### src/rtl/noc_config_filereg_arbiter_if.sv
// Request/response and FileReg port bundle for noc_config_filereg_arbiter.
// slave = arbiter side, master = sources/FileReg side.
interface noc_config_filereg_arbiter_if #(
  parameter int NumRequesters = 2
);
  logic [NumRequesters-1:0]    req_valid_i;
  logic [NumRequesters*39-1:0] req_data_i;
  logic [NumRequesters-1:0]    req_ready_o;
  logic [NumRequesters-1:0]    resp_valid_o;
  logic [NumRequesters-1:0]    resp_ready_i;
  logic [42:0]                 resp_data_o;
  logic                        filereg_we_o;
  logic                        filereg_re_o;
  logic [4:0]                  filereg_addr_o;
  logic [31:0]                 filereg_wdata_o;
  logic [31:0]                 filereg_rdata_i;

  modport slave (
    input  req_valid_i,
    input  req_data_i,
    input  resp_ready_i,
    input  filereg_rdata_i,
    output req_ready_o,
    output resp_valid_o,
    output resp_data_o,
    output filereg_we_o,
    output filereg_re_o,
    output filereg_addr_o,
    output filereg_wdata_o
  );

  modport master (
    output req_valid_i,
    output req_data_i,
    output resp_ready_i,
    output filereg_rdata_i,
    input  req_ready_o,
    input  resp_valid_o,
    input  resp_data_o,
    input  filereg_we_o,
    input  filereg_re_o,
    input  filereg_addr_o,
    input  filereg_wdata_o
  );
endinterface

### src/rtl/noc_config_filereg_arbiter.sv
// Round-robin arbiter sequencing config messages onto the FileReg port.
// Optional: NOC_CONFIG_FILEREG_WRITE_ACK_EN returns a response for writes.
module noc_config_filereg_arbiter #(
  parameter int NumRequesters = 2,
  parameter int NumRegisters  = 16,
  parameter int ReadLatency   = 1
) (
  input  logic        clk_i,
  input  logic        rst_i,
  input  logic [10:0] module_addr_i,
  noc_config_filereg_arbiter_if.slave bus,
  output logic        busy_o,
  output logic        err_o
);
  localparam int PW = (NumRequesters > 1) ?
    $clog2(NumRequesters) : 1;

  typedef enum logic [1:0] {
    IDLE, ISSUE, WAIT, RESP
  } state_t;

  state_t        state;
  logic [PW-1:0] rr_ptr;
  logic [PW-1:0] gnt_q;
  logic [PW-1:0] win;
  logic          win_vld;
  logic [38:0]   win_msg;
  logic [1:0]    win_cmd;
  logic [4:0]    win_reg;
  logic          win_in_range;
  logic [1:0]    cmd_q;
  logic          in_range_q;
  logic [2:0]    lat_cnt;
  logic          resp_vld_q;

  // round-robin search starting at the pointer
  always_comb begin
    int k;
    k       = 0;
    win     = '0;
    win_vld = 1'b0;
    win_msg = '0;
    for (int i = 0; i < NumRequesters; i++) begin
      k = int'(rr_ptr) + i;
      if (k >= NumRequesters) k = k - NumRequesters;
      if (!win_vld && bus.req_valid_i[k]) begin
        win_vld = 1'b1;
        win     = PW'(k);
        win_msg = bus.req_data_i[k*39 +: 39];
      end
    end
  end

  assign win_cmd      = win_msg[38:37];
  assign win_reg      = win_msg[36:32];
  assign win_in_range = int'({27'd0, win_reg}) < NumRegisters;

  // one-hot accept, only while idle and out of reset
  always_comb begin
    bus.req_ready_o = '0;
    if (state == IDLE && win_vld && !rst_i)
      bus.req_ready_o[win] = 1'b1;
  end

  // response valid is steered to the latched requester
  always_comb begin
    bus.resp_valid_o = '0;
    if (resp_vld_q)
      bus.resp_valid_o[gnt_q] = 1'b1;
  end

  assign busy_o = (state != IDLE);

  // access sequencer: accept, strobe, wait for read data, respond
  always_ff @(posedge clk_i or posedge rst_i) begin
    if (rst_i) begin
      state               <= IDLE;
      rr_ptr              <= '0;
      gnt_q               <= '0;
      cmd_q               <= '0;
      in_range_q          <= 1'b0;
      lat_cnt             <= '0;
      resp_vld_q          <= 1'b0;
      err_o               <= 1'b0;
      bus.resp_data_o     <= '0;
      bus.filereg_we_o    <= 1'b0;
      bus.filereg_re_o    <= 1'b0;
      bus.filereg_addr_o  <= '0;
      bus.filereg_wdata_o <= '0;
    end else begin
      unique case (state)
        IDLE: begin
          if (win_vld) begin
            state               <= ISSUE;
            gnt_q               <= win;
            rr_ptr              <= (win == PW'(NumRequesters - 1)) ?
                                   '0 : win + 1'b1;
            cmd_q               <= win_cmd;
            in_range_q          <= win_in_range;
            bus.filereg_addr_o  <= win_reg;
            bus.filereg_wdata_o <= win_msg[31:0];
            bus.filereg_we_o    <= (win_cmd == 2'b00) && win_in_range;
            bus.filereg_re_o    <= (win_cmd == 2'b01) && win_in_range;
            err_o               <= win_cmd[1] || !win_in_range;
          end
        end
        ISSUE: begin
          bus.filereg_we_o        <= 1'b0;
          bus.filereg_re_o        <= 1'b0;
          err_o                   <= 1'b0;
          bus.resp_data_o[42:32]  <= module_addr_i;
          if (cmd_q == 2'b01 && in_range_q) begin
            state   <= WAIT;
            lat_cnt <= 3'd1;
          end else if (cmd_q == 2'b01) begin
            state                 <= RESP;
            resp_vld_q            <= 1'b1;
            bus.resp_data_o[31:0] <= '0;
`ifdef NOC_CONFIG_FILEREG_WRITE_ACK_EN
          end else if (cmd_q == 2'b00) begin
            state                 <= RESP;
            resp_vld_q            <= 1'b1;
            bus.resp_data_o[31:0] <= in_range_q ?
                                     bus.filereg_wdata_o : '0;
`endif
          end else begin
            state <= IDLE;
          end
        end
        WAIT: begin
          if (lat_cnt == 3'(ReadLatency)) begin
            state                 <= RESP;
            resp_vld_q            <= 1'b1;
            bus.resp_data_o[31:0] <= bus.filereg_rdata_i;
          end else begin
            lat_cnt <= lat_cnt + 3'd1;
          end
        end
        RESP: begin
          if (bus.resp_ready_i[gnt_q]) begin
            state      <= IDLE;
            resp_vld_q <= 1'b0;
          end
        end
      endcase
    end
  end
endmodule

### src/flat_wrapper.sv
// flat-port wrapper written by rule: the top's interface ports become plain ports
module noc_config_filereg_arbiter_flat 
#(
  parameter int NumRequesters = 2,
  parameter int NumRegisters  = 16,
  parameter int ReadLatency   = 1
)
  (clk_i, rst_i, module_addr_i, busy_o, err_o, bus_req_valid_i, bus_req_data_i, bus_resp_ready_i, bus_filereg_rdata_i, bus_req_ready_o, bus_resp_valid_o, bus_resp_data_o, bus_filereg_we_o, bus_filereg_re_o, bus_filereg_addr_o, bus_filereg_wdata_o);
  noc_config_filereg_arbiter_if #(.NumRequesters(NumRequesters)) bus_i ();
  input  logic clk_i;
  input  logic rst_i;
  input  logic [10:0] module_addr_i;
  output logic busy_o;
  output logic err_o;
  input wire logic [$bits(bus_i.req_valid_i)-1:0] bus_req_valid_i;
  input wire logic [$bits(bus_i.req_data_i)-1:0] bus_req_data_i;
  input wire logic [$bits(bus_i.resp_ready_i)-1:0] bus_resp_ready_i;
  input wire logic [$bits(bus_i.filereg_rdata_i)-1:0] bus_filereg_rdata_i;
  output wire logic [$bits(bus_i.req_ready_o)-1:0] bus_req_ready_o;
  output wire logic [$bits(bus_i.resp_valid_o)-1:0] bus_resp_valid_o;
  output wire logic [$bits(bus_i.resp_data_o)-1:0] bus_resp_data_o;
  output wire logic [$bits(bus_i.filereg_we_o)-1:0] bus_filereg_we_o;
  output wire logic [$bits(bus_i.filereg_re_o)-1:0] bus_filereg_re_o;
  output wire logic [$bits(bus_i.filereg_addr_o)-1:0] bus_filereg_addr_o;
  output wire logic [$bits(bus_i.filereg_wdata_o)-1:0] bus_filereg_wdata_o;
  assign bus_i.req_valid_i = bus_req_valid_i;
  assign bus_i.req_data_i = bus_req_data_i;
  assign bus_i.resp_ready_i = bus_resp_ready_i;
  assign bus_i.filereg_rdata_i = bus_filereg_rdata_i;
  assign bus_req_ready_o = bus_i.req_ready_o;
  assign bus_resp_valid_o = bus_i.resp_valid_o;
  assign bus_resp_data_o = bus_i.resp_data_o;
  assign bus_filereg_we_o = bus_i.filereg_we_o;
  assign bus_filereg_re_o = bus_i.filereg_re_o;
  assign bus_filereg_addr_o = bus_i.filereg_addr_o;
  assign bus_filereg_wdata_o = bus_i.filereg_wdata_o;
  noc_config_filereg_arbiter #(.NumRequesters(NumRequesters), .NumRegisters(NumRegisters), .ReadLatency(ReadLatency)) u_core (.clk_i(clk_i), .rst_i(rst_i), .module_addr_i(module_addr_i), .bus(bus_i), .busy_o(busy_o), .err_o(err_o));
endmodule
### config.mk
export PLATFORM = sky130hd
export DESIGN_NAME = noc_config_filereg_arbiter_flat
export DESIGN_NICKNAME = d
export VERILOG_FILES = /design/src/rtl/noc_config_filereg_arbiter_if.sv /design/src/rtl/noc_config_filereg_arbiter.sv /design/src/flat_wrapper.sv
export SDC_FILE = /design/constraint.sdc
export NUM_CORES = 1
export LEC_CHECK = 0
export ABC_CLOCK_PERIOD_IN_PS = 3800
export BUFFER_PORTS_ARGS = -buffer_cell sky130_fd_sc_hd__clkbuf_2
export CAP_MARGIN = 20
export CORE_AREA = 2 2 102 104
export CTS_CLUSTER_DIAMETER = 150
export DETAILED_ROUTE_END_ITERATION = 8
export DIE_AREA = 0 0 104 106
export PLACE_DENSITY = 0.77
export SLEW_MARGIN = 5
export SYNTH_ARGS = -nofsm -noshare
export SYNTH_HDL_FRONTEND = slang
export SYNTH_SLANG_ARGS = --single-unit
### constraint.sdc
create_clock -name clk_i -period 3.8 [get_ports clk_i]
set_clock_uncertainty 0.15 [all_clocks]
set_input_delay 0.19 -clock clk_i [delete_from_list [all_inputs] [get_ports clk_i]]
set_output_delay 0.19 -clock clk_i [all_outputs]
set_load 0.01 [all_outputs]
# Word-level counts from Yosys, hierarchy flattened
# Cells that the tools add are included.
[op_classes]
addsub = 5
n_mul = 2
magnitude_cmp = 9
eq_ne = 13
n_shift = 2
muxes = 47
n_reduce_logical = 24
[ops]
columns = ["op", "n"]
rows = [
  ["$mux 32", 5],
  ["$shiftx 78x32->39", 2],
  ["$mux 39", 2],
  ["$lt 32x3->1 const B", 2],
  ["$mul 32x7->32 const B", 2],
  ["$pmux 32 s2", 1],
  ["$ge 32x3->1 const B", 1],
  ["$sub 32x3->32 const B", 1],
  ["$mux 1", 22],
  ["$mux 2", 7],
  ["$ne 2x1->1 const B", 5],
  ["$logic_and 1x1->1", 8],
  ["$pmux 2 s4", 1],
  ["$eq 2x1->1 const B", 3],
  ["$mux 3", 2],
  ["$pmux 1 s2", 3],
  ["$pmux 3 s2", 1],
  ["$reduce_and 3->1", 2],
  ["$reduce_bool 2->1", 3],
  ["$lt 5x5->1 const B", 1],
  ["$reduce_and 5->1", 1],
  ["$eq 2x2->1 const B", 2],
  ["$logic_not 2->1", 2],
  ["$lt 1x2->1 const B", 2],
  ["other kinds (15)", 21],
]
[word_totals]
reg_bits = 94
output_inout_bits = 88
elab_cells = 116

# Logic depth before layout (Yosys ltp)
[logic_depth]
depth_word = 14
mapped_depth = 8
ltp_nobuf = 6

# Worst setup path before layout
# Ideal clock, no wire load.
[synth_timing]
path_type = "register to register"
startpoint = "register u_core.state[0]"
endpoint = "register with a tool-made name"
setup_time_ns = 0.120
arrival_ns = 1.670
required_time_ns = 3.530
slack_ns = 1.860
path_stages_with_launch = 7
period_less_slack_ns = 1.940
path_cell_list = "dfrtp_1 -> inv_1 -> ha_1 -> clkbuf_1 -> a222oi_1 -> a21oi_1 -> a31o_1"
[synth_lines]
columns = ["element", "line", "source"]
rows = [
  ["start: declaration", "noc_config_filereg_arbiter.sv:22", "state_t state;"],
  ["start signal: assignment", "noc_config_filereg_arbiter.sv:77", "state <= IDLE;"],
  ["start signal: assignment", "noc_config_filereg_arbiter.sv:94", "state <= ISSUE;"],
  ["start signal: assignment", "noc_config_filereg_arbiter.sv:113", "state <= WAIT;"],
]

# Final worst setup path
[layout_timing]
startpoint = "register u_core.state[0]"
endpoint = "register u_core.bus.filereg_wdata_o[29]"
[layout_via]
elab_chain_len = 2
[layout_rtl]
columns = ["element", "line", "source"]
rows = [
  ["$logic_not 2->1", "noc_config_filereg_arbiter.sv:91", "unique case (state)"],
  ["$reduce_and 2->1 (no line)", "--", ""],
  ["end signal: assignment", "noc_config_filereg_arbiter.sv:101", "bus.filereg_wdata_o <= win_msg[31:0];"],
  ["end: declaration", "noc_config_filereg_arbiter_if.sv:29", "output filereg_wdata_o"],
]
# Every way passes these cells.
# A chain may end at the register's enable or synchronous reset.

==> impl_metrics.sql <==
INSERT INTO impl_metrics (metric_group, metric, value, unit) VALUES
('finish', 'utilization', '69.19', '%'),
('synth', 'number_of_distinct_standard_cells_referenced_by_the_synthesized_netlist', '42', ''),
('timing', 'timing.final.crit_share', '77.05', '%'),
('floorplanning', 'placement_rows', '37', ''),
('critical_path', 'critPathLaunchType', 'register', ''),
('finish', 'mostFrequentLayoutCells', 'sky130_fd_sc_hd__clkbuf_2, sky130_fd_sc_hd__dlygate4sd3_1, sky130_fd_sc_hd__dfrtp_1, sky130_fd_sc_hd__nand2_1, sky130_fd_sc_hd__nor2_1', ''),
('power_and_ir_drop', 'cellLeakagePower', '3.380', 'nW'),
('floorplanning', 'die_w', '104', 'microns'),
('critical_path', 'critical_path_buf_inv_count', '3', ''),
('cts', 'clkSlewWorstSetupHoldPaths', '0.09', 'ns'),
('global_routing', 'groute.usage.overall', '25.79', '%'),
('synth', 'synthesis.nets', '553', ''),
('synth', 'netlist_area', '0.004354', 'sq mm'),
('timing', 'grt_setup_unrepaired', 'false', ''),
('cts', 'cts-root-buf', 'sky130_fd_sc_hd__clkbuf_8', ''),
('critical_path', 'dominant_delay_contributor_by_cell_family_on_the_critical_path', 'buffers and inverters', ''),
('critical_path', 'critPathCaptureType', 'register', ''),
('cts', 'cts_tree', 'yes', ''),
('critical_path', 'cp_cell_sequence', 'inv_1, ha_1, o21ai_4, buf_4, a221oi_1, dlygate4sd3_1, nor2_1', ''),
('critical_path', 'critical_path.max_stage_delay', '0.62', 'ns'),
('critical_path', 'worst-endpoint-required', '3.91', 'ns'),
('min_path', 'hp-start', 'bus_req_data_i[38]', ''),
('run_status', 'result_of_the_run', 'completed', ''),
('finish', 'nets', '872', ''),
('route', 'vias_per_cell', '4.982', ''),
('floorplanning', 'die_height', '106', 'microns'),
('synth', 'fraction_of_the_mapped_netlist_area_in_compound_gates', '20.89', '%'),
('synth', 'yosys.area_share.simple', '15.06', '%'),
('timing', 'timing.final.crit_period', '2.928', 'ns'),
('critical_path', 'critical_path.reg2reg.startpoint', 'u_core.state[0]', ''),
('timing', 'fmax', '0.3416', 'GHz'),
('route', 'drcViolationCount', '0', ''),
('power_and_ir_drop', 'pwr_density_cell', '683.3', 'mW/mm^2'),
('global_routing', 'grt_max_degree', '76', ''),
('synth', 'synth_enable_flop_cells', '0', ''),
('critical_path', 'worst_r2r_path_depth', '7', ''),
('route', 'drt_iter0_markers', '310', ''),
('finish', 'drive_gt1_share', '38.63', '%'),
('power_and_ir_drop', 'ir_worst_vdd', '426.4', 'uV'),
('synth', 'combinational_family_with_the_most_area_after_synthesis', 'compound AO/OA/AOI/OAI gates', ''),
('finish', 'antenna_cells', '0', ''),
('placement', 'rd_place_congestion', '0.7994', ''),
('global_routing', 'grt_antenna_before_repair', '0', ''),
('cts', 'clk_path_buf_depth', '2', ''),
('cts', 'number_of_buffers_inserted_by_post_cts_setup_repair', '0', ''),
('critical_path', 'setup.worst_path.class', 'reg -> reg', ''),
('global_routing', 'grt_pass1_vias', '4642', ''),
('timing', 'report.final.slew_viol_count', '0', ''),
('finish', 'area.growth.synth_to_final', '58.91', '%'),
('cts', 'clock_insertion_delay_worst_skew', '0.36', 'ns'),
('run', 'max-cap-violations', '0', ''),
('synth', 'flip_flop_and_latch_count_after_synthesis', '94', ''),
('critical_path', 'timing.critical_path.depth', '7', ''),
('critical_path', 'cp-startpoint', 'u_core.state[0]', ''),
('route', 'detailed_route_via_count', '4379', ''),
('synth', 'synthAdderAreaFrac', '2.011', '%'),
('global_routing', 'grt_first_pass_wirelength', '22630', 'microns'),
('timing', 'hold_worst_slack', '0.02584', 'ns'),
('floorplanning', 'die_area', '0.01102', 'sq mm'),
('synth', 'synth_xor_xnor_area_share', '0', '%'),
('route', 'drt.antenna.violating_nets', '0', ''),
('route', 'firstDrtPassIters', '5', ''),
('finish', 'final_common_cell', 'sky130_fd_sc_hd__clkbuf_2', ''),
('critical_path', 'worst_ep_arrival_time', '3.03', 'ns'),
('synth', 'synthesis.area_per_instance', '10.39', 'sq um'),
('placement', 'dp_hpwl', '8329', 'microns'),
('synth', 'async_flop_share', '100.0', '%'),
('timing', 'setup-tns-final', '0', 'ns'),
('min_path', 'hold_path_end', 'u_core.cmd_q[1]', ''),
('floorplanning', 'io_pins', '215', ''),
('min_path', 'timing.hold.worst.class', 'in -> reg', '');
==> logic make-up after synthesis <==
| kind of cell | count (synthesis) |
|---|---|
| AO/OA/AOI/OAI | 105 |
| adder cells (fa/ha/maj) | 7 |
| buffers and inverters | 39 |
| flip-flops | 94 |
| multiplexers | 13 |
| AND/OR/NAND/NOR | 161 |
==> synth_stat cells (2+ instances only) <==
cell / instances / share of area (%)
sky130_fd_sc_hd__mux2_2: 11 / 2.8
sky130_fd_sc_hd__a21oi_1: 10 / 1.1
sky130_fd_sc_hd__a221oi_1: 3 / 0.60
sky130_fd_sc_hd__a22o_1: 3 / 0.60
sky130_fd_sc_hd__dfrtp_1: 94 / 54
sky130_fd_sc_hd__nand2_1: 74 / 6.4
sky130_fd_sc_hd__clkbuf_1: 9 / 0.78
sky130_fd_sc_hd__ha_1: 7 / 2.0
sky130_fd_sc_hd__a22oi_1: 3 / 0.52
sky130_fd_sc_hd__buf_6: 4 / 1.0
sky130_fd_sc_hd__inv_1: 8 / 0.69
sky130_fd_sc_hd__o21ai_1: 39 / 4.5
sky130_fd_sc_hd__nor2_1: 72 / 6.2
sky130_fd_sc_hd__mux2i_1: 2 / 0.46
sky130_fd_sc_hd__inv_2: 3 / 0.26
sky130_fd_sc_hd__buf_2: 11 / 1.3
sky130_fd_sc_hd__a32oi_1: 2 / 0.40
sky130_fd_sc_hd__nor3b_1: 2 / 0.34
sky130_fd_sc_hd__buf_4: 4 / 0.69
sky130_fd_sc_hd__nor2b_1: 2 / 0.29
sky130_fd_sc_hd__o21ai_0: 2 / 0.23
sky130_fd_sc_hd__a31oi_1: 2 / 0.29
sky130_fd_sc_hd__nand3_1: 2 / 0.23
sky130_fd_sc_hd__a221oi_2: 30 / 10
sky130_fd_sc_hd__and2_1: 2 / 0.29
sky130_fd_sc_hd__o22ai_1: 2 / 0.29
==> layout make-up <==
cell class                 count  area, sq um
fill                         746         3080
sequential                    94         2352
timing repair buffer         336         2277
multi-input combinational    286         1828
tap                          136        170.2
clock buffer                  11        141.4
clock inverter                 5        106.4
inverter                      11        43.79
==> stage by stage <==
stage                     cell area [sq um]  cells  power (mW)  worst slack [ns]
final                                  6919    879       4.728            0.8722
after CTS                              6919    879       4.694            0.9576
after global placement                 5510    747       3.536             1.403
after global routing                   6919    879       5.051            0.7164
after floorplan                        4354    419       2.913             1.011
after detailed placement               5510    747       3.629             1.322
==> sequential cells by signal, indices dropped and copies added, names as in the netlist, 2 cells and up, named ones only <==
signal	flops
u_core.bus.resp_data_o	43
u_core.bus.filereg_wdata_o	32
u_core.bus.filereg_addr_o	5
u_core.lat_cnt	3
u_core.cmd_q	2
==> metal layers <==
layer	wire length, microns	vias to the layer above	global-route usage (%)
met1	4951	2089	28.07
met2	7722	160	49.15
met3	700	38	3.679
met4	437	0	12.36
li1	-	2092	-
met5	0	-	0
==> report_power, final <==
group	internal, mW	switching, mW	total (mW)
combinational	0.987	1.30	2.29
clock	0.457	0.353	0.810
sequential	1.39	0.242	1.63
total	2.83	1.89	4.73
==> tightest hold or removal path, stage by stage <==
cell and delay [ns]:
sky130_fd_sc_hd__clkbuf_2 0.08, sky130_fd_sc_hd__a32oi_1 0.10, sky130_fd_sc_hd__o21ai_1 0.13
==> how the worst max path moves through the flow <==
stage	to	slack (ns)
floorplan	async pin	1.01
global placement	u_core.bus.filereg_addr_o[4]	1.40
detailed placement	u_core.bus.filereg_addr_o[4]	1.32
CTS	u_core.bus.filereg_wdata_o[28]	0.96
global route	u_core.bus.filereg_wdata_o[28]	0.72
finish	u_core.bus.filereg_wdata_o[29]	0.87
==> what timing repair did <==
action                    in CTS  in global routing
resized for setup              0                  0
hold buffers                 116                  0
hold endpoints to repair     153                  0
No activity file was read; power rests on OpenSTA's default activity.
